File: config.mk
export PLATFORM = sky130hd
export DESIGN_NAME = d1_pe_out_stage_flat
export DESIGN_NICKNAME = d
export VERILOG_FILES = /design/src/rtl/d1_pe_out_stage_if.sv /design/src/rtl/d1_pe_out_stage.sv /design/src/flat_wrapper.sv
export SDC_FILE = /design/constraint.sdc
export NUM_CORES = 1
export LEC_CHECK = 0
export BUFFER_PORTS_ARGS = -buffer_cell sky130_fd_sc_hd__buf_4
export CORE_MARGIN = 2
export CORE_UTILIZATION = 31
export CTS_BUF_LIST = sky130_fd_sc_hd__clkbuf_4 sky130_fd_sc_hd__clkbuf_8
export CTS_CLUSTER_SIZE = 8
export DETAILED_ROUTE_END_ITERATION = 16
export HOLD_SLACK_MARGIN = 0.03
export REMOVE_ABC_BUFFERS = 1
export SETUP_SLACK_MARGIN = 0.4
export SYNTH_ARGS = -nofsm -noshare
export SYNTH_HDL_FRONTEND = slang
export SYNTH_SLANG_ARGS = --single-unit
File: constraint.sdc
create_clock -name clk -period 1.4 [get_ports clk]
set_input_delay 0.21 -clock clk [delete_from_list [all_inputs] [get_ports clk]]
set_output_delay 0.21 -clock clk [all_outputs]
set_load 0.01 [all_outputs]
File: src/rtl/d1_pe_out_stage_if.sv
// Lane stream from the PE output stage to its consumer.
//   out_data  : quantized 8-bit lane value
//   out_lane  : lane index (0 = y1, 1 = y2, 2 = y3)
//   out_last  : high on lane 2, the final beat of a triple
//   out_valid : beat valid (driven by master)
//   out_ready : beat accepted (driven by slave)
interface d1_pe_out_stage_if;
  logic [7:0] out_data;
  logic [1:0] out_lane;
  logic       out_last;
  logic       out_valid;
  logic       out_ready;

  modport master (
    output out_data,
    output out_lane,
    output out_last,
    output out_valid,
    input  out_ready
  );

  modport slave (
    input  out_data,
    input  out_lane,
    input  out_last,
    input  out_valid,
    output out_ready
  );
endinterface

File: src/rtl/d1_pe_out_stage.sv
// Output stage behind the 1D convolution PE: on done, requantizes y1/y2/y3 to
// 8 bits (round, shift, saturate), queues the triple in a DEPTH-entry FIFO and
// streams it one lane per beat.
//   clk, reset_n : clock, async active-low reset (deassertion synchronized)
//   y1, y2, y3   : 16-bit unsigned accumulators, sampled on done
//   done         : capture pulse; shift sampled with it
//   out_if       : lane stream (master side)
//   full         : FIFO holds DEPTH triples
//   drop_err     : sticky, a done found no free slot
//   sat_cnt      : saturating count of lanes clipped to 255
// DEPTH must be a power of two and at least 2.
module d1_pe_out_stage #(
  parameter int unsigned DEPTH = 2
) (
  input  logic                     clk,
  input  logic                     reset_n,
  input  logic [15:0]              y1,
  input  logic [15:0]              y2,
  input  logic [15:0]              y3,
  input  logic                     done,
  input  logic [3:0]               shift,
  d1_pe_out_stage_if.master        out_if,
  output logic                     full,
  output logic                     drop_err,
  output logic [7:0]               sat_cnt
);

  localparam int unsigned AW = $clog2(DEPTH);
  localparam int unsigned PW = AW + 1;

  typedef enum logic [1:0] {IDLE, L0, L1, L2} state_t;

  // Round-half-up, shift right, clip to 8 bits; bit 8 flags saturation.
  function automatic logic [8:0] quant(input logic [15:0] y, input logic [3:0] sh);
    logic [16:0] rnd;
    logic [16:0] s;
    logic [16:0] q;
    rnd = (sh == 4'd0) ? 17'd0 : (17'd1 << (sh - 4'd1));
    s   = 17'(y) + rnd;
    q   = s >> sh;
    return (q > 17'd255) ? {1'b1, 8'hFF} : {1'b0, q[7:0]};
  endfunction

  // Reset asserts asynchronously, releases two clocks after reset_n rises.
  logic [1:0] rst_sync;
  logic       rst_n;

  always_ff @(posedge clk or negedge reset_n) begin
    if (!reset_n) rst_sync <= 2'b00;
    else          rst_sync <= {rst_sync[0], 1'b1};
  end

  assign rst_n = rst_sync[1];

  state_t          state_q, state_nxt;
  logic [PW-1:0]   wr_ptr_q, wr_ptr_nxt;
  logic [PW-1:0]   rd_ptr_q, rd_ptr_nxt;
  logic [PW-1:0]   occ, occ_nxt;
  logic [7:0]      out_data_q, out_data_nxt;
  logic [1:0]      out_lane_q, out_lane_nxt;
  logic            out_last_q, out_last_nxt;
  logic            out_valid_q, out_valid_nxt;
  logic            full_q, full_nxt;
  logic            drop_err_q, drop_err_nxt;
  logic [7:0]      sat_cnt_q, sat_cnt_nxt;
  logic            hs, pop, push, slot_free;
  logic [8:0]      qv1, qv2, qv3;
  logic [1:0]      sat_n;
  logic [8:0]      sat_sum;
  logic [2:0][7:0] new_triple;
  logic [2:0][7:0] head;
  logic [2:0][7:0] mem [DEPTH];

  // Quantize all three lanes of the incoming capture.
  always_comb begin
    qv1        = quant(y1, shift);
    qv2        = quant(y2, shift);
    qv3        = quant(y3, shift);
    new_triple = {qv3[7:0], qv2[7:0], qv1[7:0]};
    sat_n      = 2'(qv1[8]) + 2'(qv2[8]) + 2'(qv3[8]);
    sat_sum    = 9'(sat_cnt_q) + 9'(sat_n);
  end

  // FIFO storage; contents are only meaningful between the pointers.
  always_ff @(posedge clk) begin
    if (push) mem[wr_ptr_q[AW-1:0]] <= new_triple;
  end

  // Next-state, pointer and registered-output computation.
  always_comb begin
    state_nxt     = state_q;
    out_data_nxt  = 8'd0;
    out_lane_nxt  = 2'd0;
    out_last_nxt  = 1'b0;
    out_valid_nxt = 1'b0;

    hs         = out_valid_q & out_if.out_ready;
    pop        = hs & (state_q == L2);
    occ        = wr_ptr_q - rd_ptr_q;
    // Popping lane 2 frees a slot in the same cycle, so a full FIFO can still accept.
    slot_free  = (occ != PW'(DEPTH)) | pop;
    push       = done & slot_free;
    wr_ptr_nxt = wr_ptr_q + PW'(push);
    rd_ptr_nxt = rd_ptr_q + PW'(pop);
    occ_nxt    = wr_ptr_nxt - rd_ptr_nxt;
    full_nxt   = (occ_nxt == PW'(DEPTH));

    drop_err_nxt = drop_err_q | (done & ~slot_free);
    sat_cnt_nxt  = sat_cnt_q;
    if (done) sat_cnt_nxt = (sat_sum > 9'd255) ? 8'hFF : sat_sum[7:0];

    case (state_q)
      IDLE:    if (occ_nxt != '0) state_nxt = L0;
      L0:      if (hs) state_nxt = L1;
      L1:      if (hs) state_nxt = L2;
      L2:      if (hs) state_nxt = (occ_nxt != '0) ? L0 : IDLE;
      default: state_nxt = IDLE;
    endcase

    // The next head may be the triple being written this cycle; forward it.
    if (push && (wr_ptr_q[AW-1:0] == rd_ptr_nxt[AW-1:0])) head = new_triple;
    else                                                   head = mem[rd_ptr_nxt[AW-1:0]];

    case (state_nxt)
      L0: begin
        out_valid_nxt = 1'b1;
        out_data_nxt  = head[0];
        out_lane_nxt  = 2'd0;
      end
      L1: begin
        out_valid_nxt = 1'b1;
        out_data_nxt  = head[1];
        out_lane_nxt  = 2'd1;
      end
      L2: begin
        out_valid_nxt = 1'b1;
        out_data_nxt  = head[2];
        out_lane_nxt  = 2'd2;
        out_last_nxt  = 1'b1;
      end
      default: ;
    endcase
  end

  // State, pointers and output registers.
  always_ff @(posedge clk or negedge rst_n) begin
    if (!rst_n) begin
      state_q     <= IDLE;
      wr_ptr_q    <= '0;
      rd_ptr_q    <= '0;
      out_data_q  <= 8'd0;
      out_lane_q  <= 2'd0;
      out_last_q  <= 1'b0;
      out_valid_q <= 1'b0;
      full_q      <= 1'b0;
      drop_err_q  <= 1'b0;
      sat_cnt_q   <= 8'd0;
    end else begin
      state_q     <= state_nxt;
      wr_ptr_q    <= wr_ptr_nxt;
      rd_ptr_q    <= rd_ptr_nxt;
      out_data_q  <= out_data_nxt;
      out_lane_q  <= out_lane_nxt;
      out_last_q  <= out_last_nxt;
      out_valid_q <= out_valid_nxt;
      full_q      <= full_nxt;
      drop_err_q  <= drop_err_nxt;
      sat_cnt_q   <= sat_cnt_nxt;
    end
  end

  assign out_if.out_data  = out_data_q;
  assign out_if.out_lane  = out_lane_q;
  assign out_if.out_last  = out_last_q;
  assign out_if.out_valid = out_valid_q;
  assign full             = full_q;
  assign drop_err         = drop_err_q;
  assign sat_cnt          = sat_cnt_q;

endmodule

File: src/flat_wrapper.sv
// flat-port wrapper written by rule: the top's interface ports become plain ports
module d1_pe_out_stage_flat 
#(
  parameter int unsigned DEPTH = 2
)
  (clk, reset_n, y1, y2, y3, done, shift, full, drop_err, sat_cnt, out_if_out_data, out_if_out_lane, out_if_out_last, out_if_out_valid, out_if_out_ready);
  d1_pe_out_stage_if out_if_i ();
  input  logic clk;
  input  logic reset_n;
  input  logic [15:0] y1;
  input  logic [15:0] y2;
  input  logic [15:0] y3;
  input  logic done;
  input  logic [3:0] shift;
  output logic full;
  output logic drop_err;
  output logic [7:0] sat_cnt;
  output wire logic [$bits(out_if_i.out_data)-1:0] out_if_out_data;
  output wire logic [$bits(out_if_i.out_lane)-1:0] out_if_out_lane;
  output wire logic [$bits(out_if_i.out_last)-1:0] out_if_out_last;
  output wire logic [$bits(out_if_i.out_valid)-1:0] out_if_out_valid;
  input wire logic [$bits(out_if_i.out_ready)-1:0] out_if_out_ready;
  assign out_if_out_data = out_if_i.out_data;
  assign out_if_out_lane = out_if_i.out_lane;
  assign out_if_out_last = out_if_i.out_last;
  assign out_if_out_valid = out_if_i.out_valid;
  assign out_if_i.out_ready = out_if_out_ready;
  d1_pe_out_stage #(.DEPTH(DEPTH)) u_core (.clk(clk), .reset_n(reset_n), .y1(y1), .y2(y2), .y3(y3), .done(done), .shift(shift), .out_if(out_if_i), .full(full), .drop_err(drop_err), .sat_cnt(sat_cnt));
endmodule
==> impl_metrics.toml <==
[sta]
worst_pin_slew_ns = 0.624
finalSetupViolations = 120
fmax_mhz = 225
fin_skew_ns = 0.0161
grt_setup_unrepaired = "true"
finalMaxSlewViolations = 0
fin_crit_sh = 3.17
holdWs_ns = 0.162
slew_headroom = 0.582
fin_ws_ns = -3.04
hold_viol = 0
fin_crit_ns = 4.44

[cells_and_area]
nNetsFinal = 1553
postLayoutCoreUtil = 0.539
drive_gt1_frac = 0.512
num_antenna_cells = 0
syn2layout_area_growth_pct = 72.2
fillers = 2301

[grt]
grt_max_degree = 41
grtUsageTotal = 0.218
overflow = 0
grt_antenna_before_repair = 0
grt_pass1_vias = 9524
grt_pass1_wl_um = 49800

[route]
drt_iter0_drc = 805
via_per_inst = 5.44
met1_length_um = 14100
dr_total_vias = 9743
dr.pass1.iters = 5
wl_met3_um = 1720
wire_per_inst_um = 18.6
routed-wl-met2_um = 16300
top_layer_used = "met4"
wirelength_um = 33300
drt_drc_violations_left = 0
final_antenna_net_count = 0

[place]
place.gp.congestion = 0.918
port_buffers = 77
hpwl_um = 22400

[yosys]
ys_async_sr_fraction = 0.377
avgSynthCellArea_um2 = 8.33
synthFlopType = "edfxtp_1"
synth_warnings = 0
syn_area_um2 = 8360
seq_area_frac_synth = 0.259
synth_cell_types = 99
synth_edf_count = 48
ys_ff_latch = 77
syn_inst = 1004

[setup_path]
reg2regPathDepth = 14
critPathMaxFanout = 6
required_ns = 1.65
r2r_end = "u_core.out_if.out_data[4]"
path_class = "in -> reg"
start_kind = "input port"
worst-r2r-setup-slack_ns = -1.72
r2r-start = "u_core.wr_ptr_q[1]"
end_kind = "register"
arrival_ns = 4.69

[clock_network]
clk_pin_slew_ns = 0.08
cts_buffer_depth = 2
cts_tree = "built"
clock_sinks = 77
numCtsBuffers = 9
htreeDepth = 3
insertion_delay_ns = 0.37
clockRootBuffer = "clkbuf_8"

[floorplan]
chipWidth_um = 168
rows = 60
dieArea_um2 = 28300
ios = 78
start_util = 0.313
core_area_um2 = 26700
dieHeight_um = 168

[pwr]
leakage_nw = 6.29
peakVddDrop_mv = 0.923
powerDensity_nw_per_um2 = 1270

[min_path]
min_path_type = "in -> async"

[status]
failed_checks = "setup timing"
status = "finished, violations left"

[flow_run]
max_cap_violations = 0
[layout make-up]
class | instances | area [um^2] | area share
well taps | 341 | 427 | 0.0296
flip-flops and latches | 77 | 2170 | 0.151
inverters | 28 | 140 | 0.00973
multi-input cells | 834 | 7140 | 0.496
repair buffers | 494 | 4340 | 0.302
clock inverters | 6 | 53.8 | 0.00374
clock buffers | 10 | 131 | 0.00912
[cells in the mapped netlist, drive strengths merged (13+ instances only)]
cell type  number  share of area
a21o           18          0.016
buf            20          0.013
nand2          83          0.037
nand3          29          0.017
nor2b          15          0.011
inv            28          0.013
xor2           19          0.020
o21a           13          0.013
clkbuf         47          0.021
mux2i          46          0.055
edfxtp         48           0.17
dfrtp          29          0.087
nor3           13         0.0078
a21oi          71          0.043
o21ai          69          0.042
nor2          105          0.048
xnor2          32          0.034
a31oi          18          0.016
or2            15          0.011
a211oi         35          0.034
ha             48          0.072
[power by group]
| part | switching (mW) | leakage, nW | total (mW) | internal (mW) |
|---|---|---|---|---|
| clock | 0.810 | 0.0922 | 1.63 | 0.822 |
| sequential | 0.379 | 0.772 | 3.73 | 3.35 |
| combinational | 6.18 | 5.43 | 12.9 | 6.75 |
| total | 7.37 | 6.29 | 18.3 | 10.9 |
[how the worst max path moves through the flow]
stage / cells after the start / from / slack (ns) / to
after floorplan: 22 / shift[0] / -4.77 / u_core.sat_cnt[6]
after global placement: 25 / shift[3] / -3.94 / u_core.sat_cnt[6]
after detailed placement: 25 / shift[2] / -3.89 / u_core.sat_cnt[6]
after CTS: 25 / shift[1] / -2.95 / u_core.sat_cnt[6]
after global routing: 26 / shift[3] / -3.25 / u_core.sat_cnt[4]
final: 26 / shift[3] / -3.04 / u_core.sat_cnt[4]
[worst max-delay path: stages]
cell and delay [ns]:
buf_12 0.11, clkinv_8 0.06, nand2_8 0.06, buf_6 0.13, nor2_4 0.15, buf_6 0.14
ha_4 0.21, a21boi_4 0.15, o41ai_2 0.33, buf_4 0.18, a211oi_4 0.09, o41ai_4 0.34
xnor2_2 0.13, a221oi_2 0.29, a211o_2 0.15, a32o_2 0.15, a31oi_4 0.10, fa_1 0.53
ha_2 0.19, inv_2 0.04, fa_2 0.37, nor2b_2 0.13, buf_4 0.14, nand3_1 0.10
nor2_1 0.11, mux2i_1 0.09
[per-stage QoR]
stage / cell area, um^2 / TNS (ns) / power [mW] / instances / setup WS (ns)
2_1_floorplan: 8080 / -254.50 / 8.36 / 939 / -4.77
3_3_place_gp: 11500 / -211.58 / 12.2 / 1669 / -3.94
3_5_place_dp: 11500 / -213.36 / 12.4 / 1669 / -3.89
4_1_cts: 13600 / -159.24 / 16.8 / 1764 / -2.95
5_1_grt: 14400 / -184.78 / 19.3 / 1790 / -3.25
6_report: 14400 / -173.69 / 18.3 / 1790 / -3.04
[sequential cells by signal, indices dropped and copies added, names as in the netlist]
signal and cells:
u_core.drop_err 1, u_core.full 1, u_core.mem 48, u_core.out_if.out_data 8, u_core.out_if.out_lane 2, u_core.out_if.out_valid 1
u_core.rd_ptr_q 2, u_core.rst_sync 2, u_core.sat_cnt 8, u_core.state_q 2, u_core.wr_ptr_q 2
[cells by family after synthesis]
| family | count (synthesis) | share of synthesized area |
|---|---|---|
| compound gates | 344 | 0.294 |
| simple gates | 319 | 0.182 |
| buf+inv | 95 | 0.0468 |
| flops | 77 | 0.259 |
| fa+ha+maj | 58 | 0.0901 |
| mux | 58 | 0.0726 |
| xor+xnor | 51 | 0.0534 |
| other cells | 2 | 0.000898 |
[cell usage in the layout, fill, tap and decap left out, types with 11 or more instances in the layout]
cell	synthesis	final
buf_4	2	391
nand3_1	29	18
nor2_1	104	84
o21a_1	12	11
nor2b_1	15	12
a21o_1	18	18
nor3_1	13	11
dfrtp_1	29	28
ha_1	48	24
mux2i_1	46	43
nand2_1	83	65
or2_2	14	11
ha_4	0	20
xnor2_1	32	24
a31oi_1	16	12
nor2_4	1	15
buf_12	0	14
a211oi_1	33	26
o21ai_0	66	51
edfxtp_1	48	48
xor2_1	19	14
a21oi_1	70	57
buf_6	3	78
inv_1	28	17
[repair_timing]
item / 4_1_cts / 5_1_grt
pin swaps: 85 / 59
hold buffers: 1 / 0
setup buffers: 71 / 26
hold endpoints to repair: 2 / 0
resized for setup: 279 / 121
gates cloned: 7 / 0
setup endpoints to repair: 145 / 145
[per-layer routing]
| layer | up-vias | global-route usage |
|---|---|---|
| li1 | 4667 | - |
| met1 | 4612 | 0.284 |
| met2 | 392 | 0.374 |
| met3 | 72 | 0.0212 |
| met4 | 0 | 0.0862 |
| met5 | - | 0 |
Power figures use the tool's default switching activity.
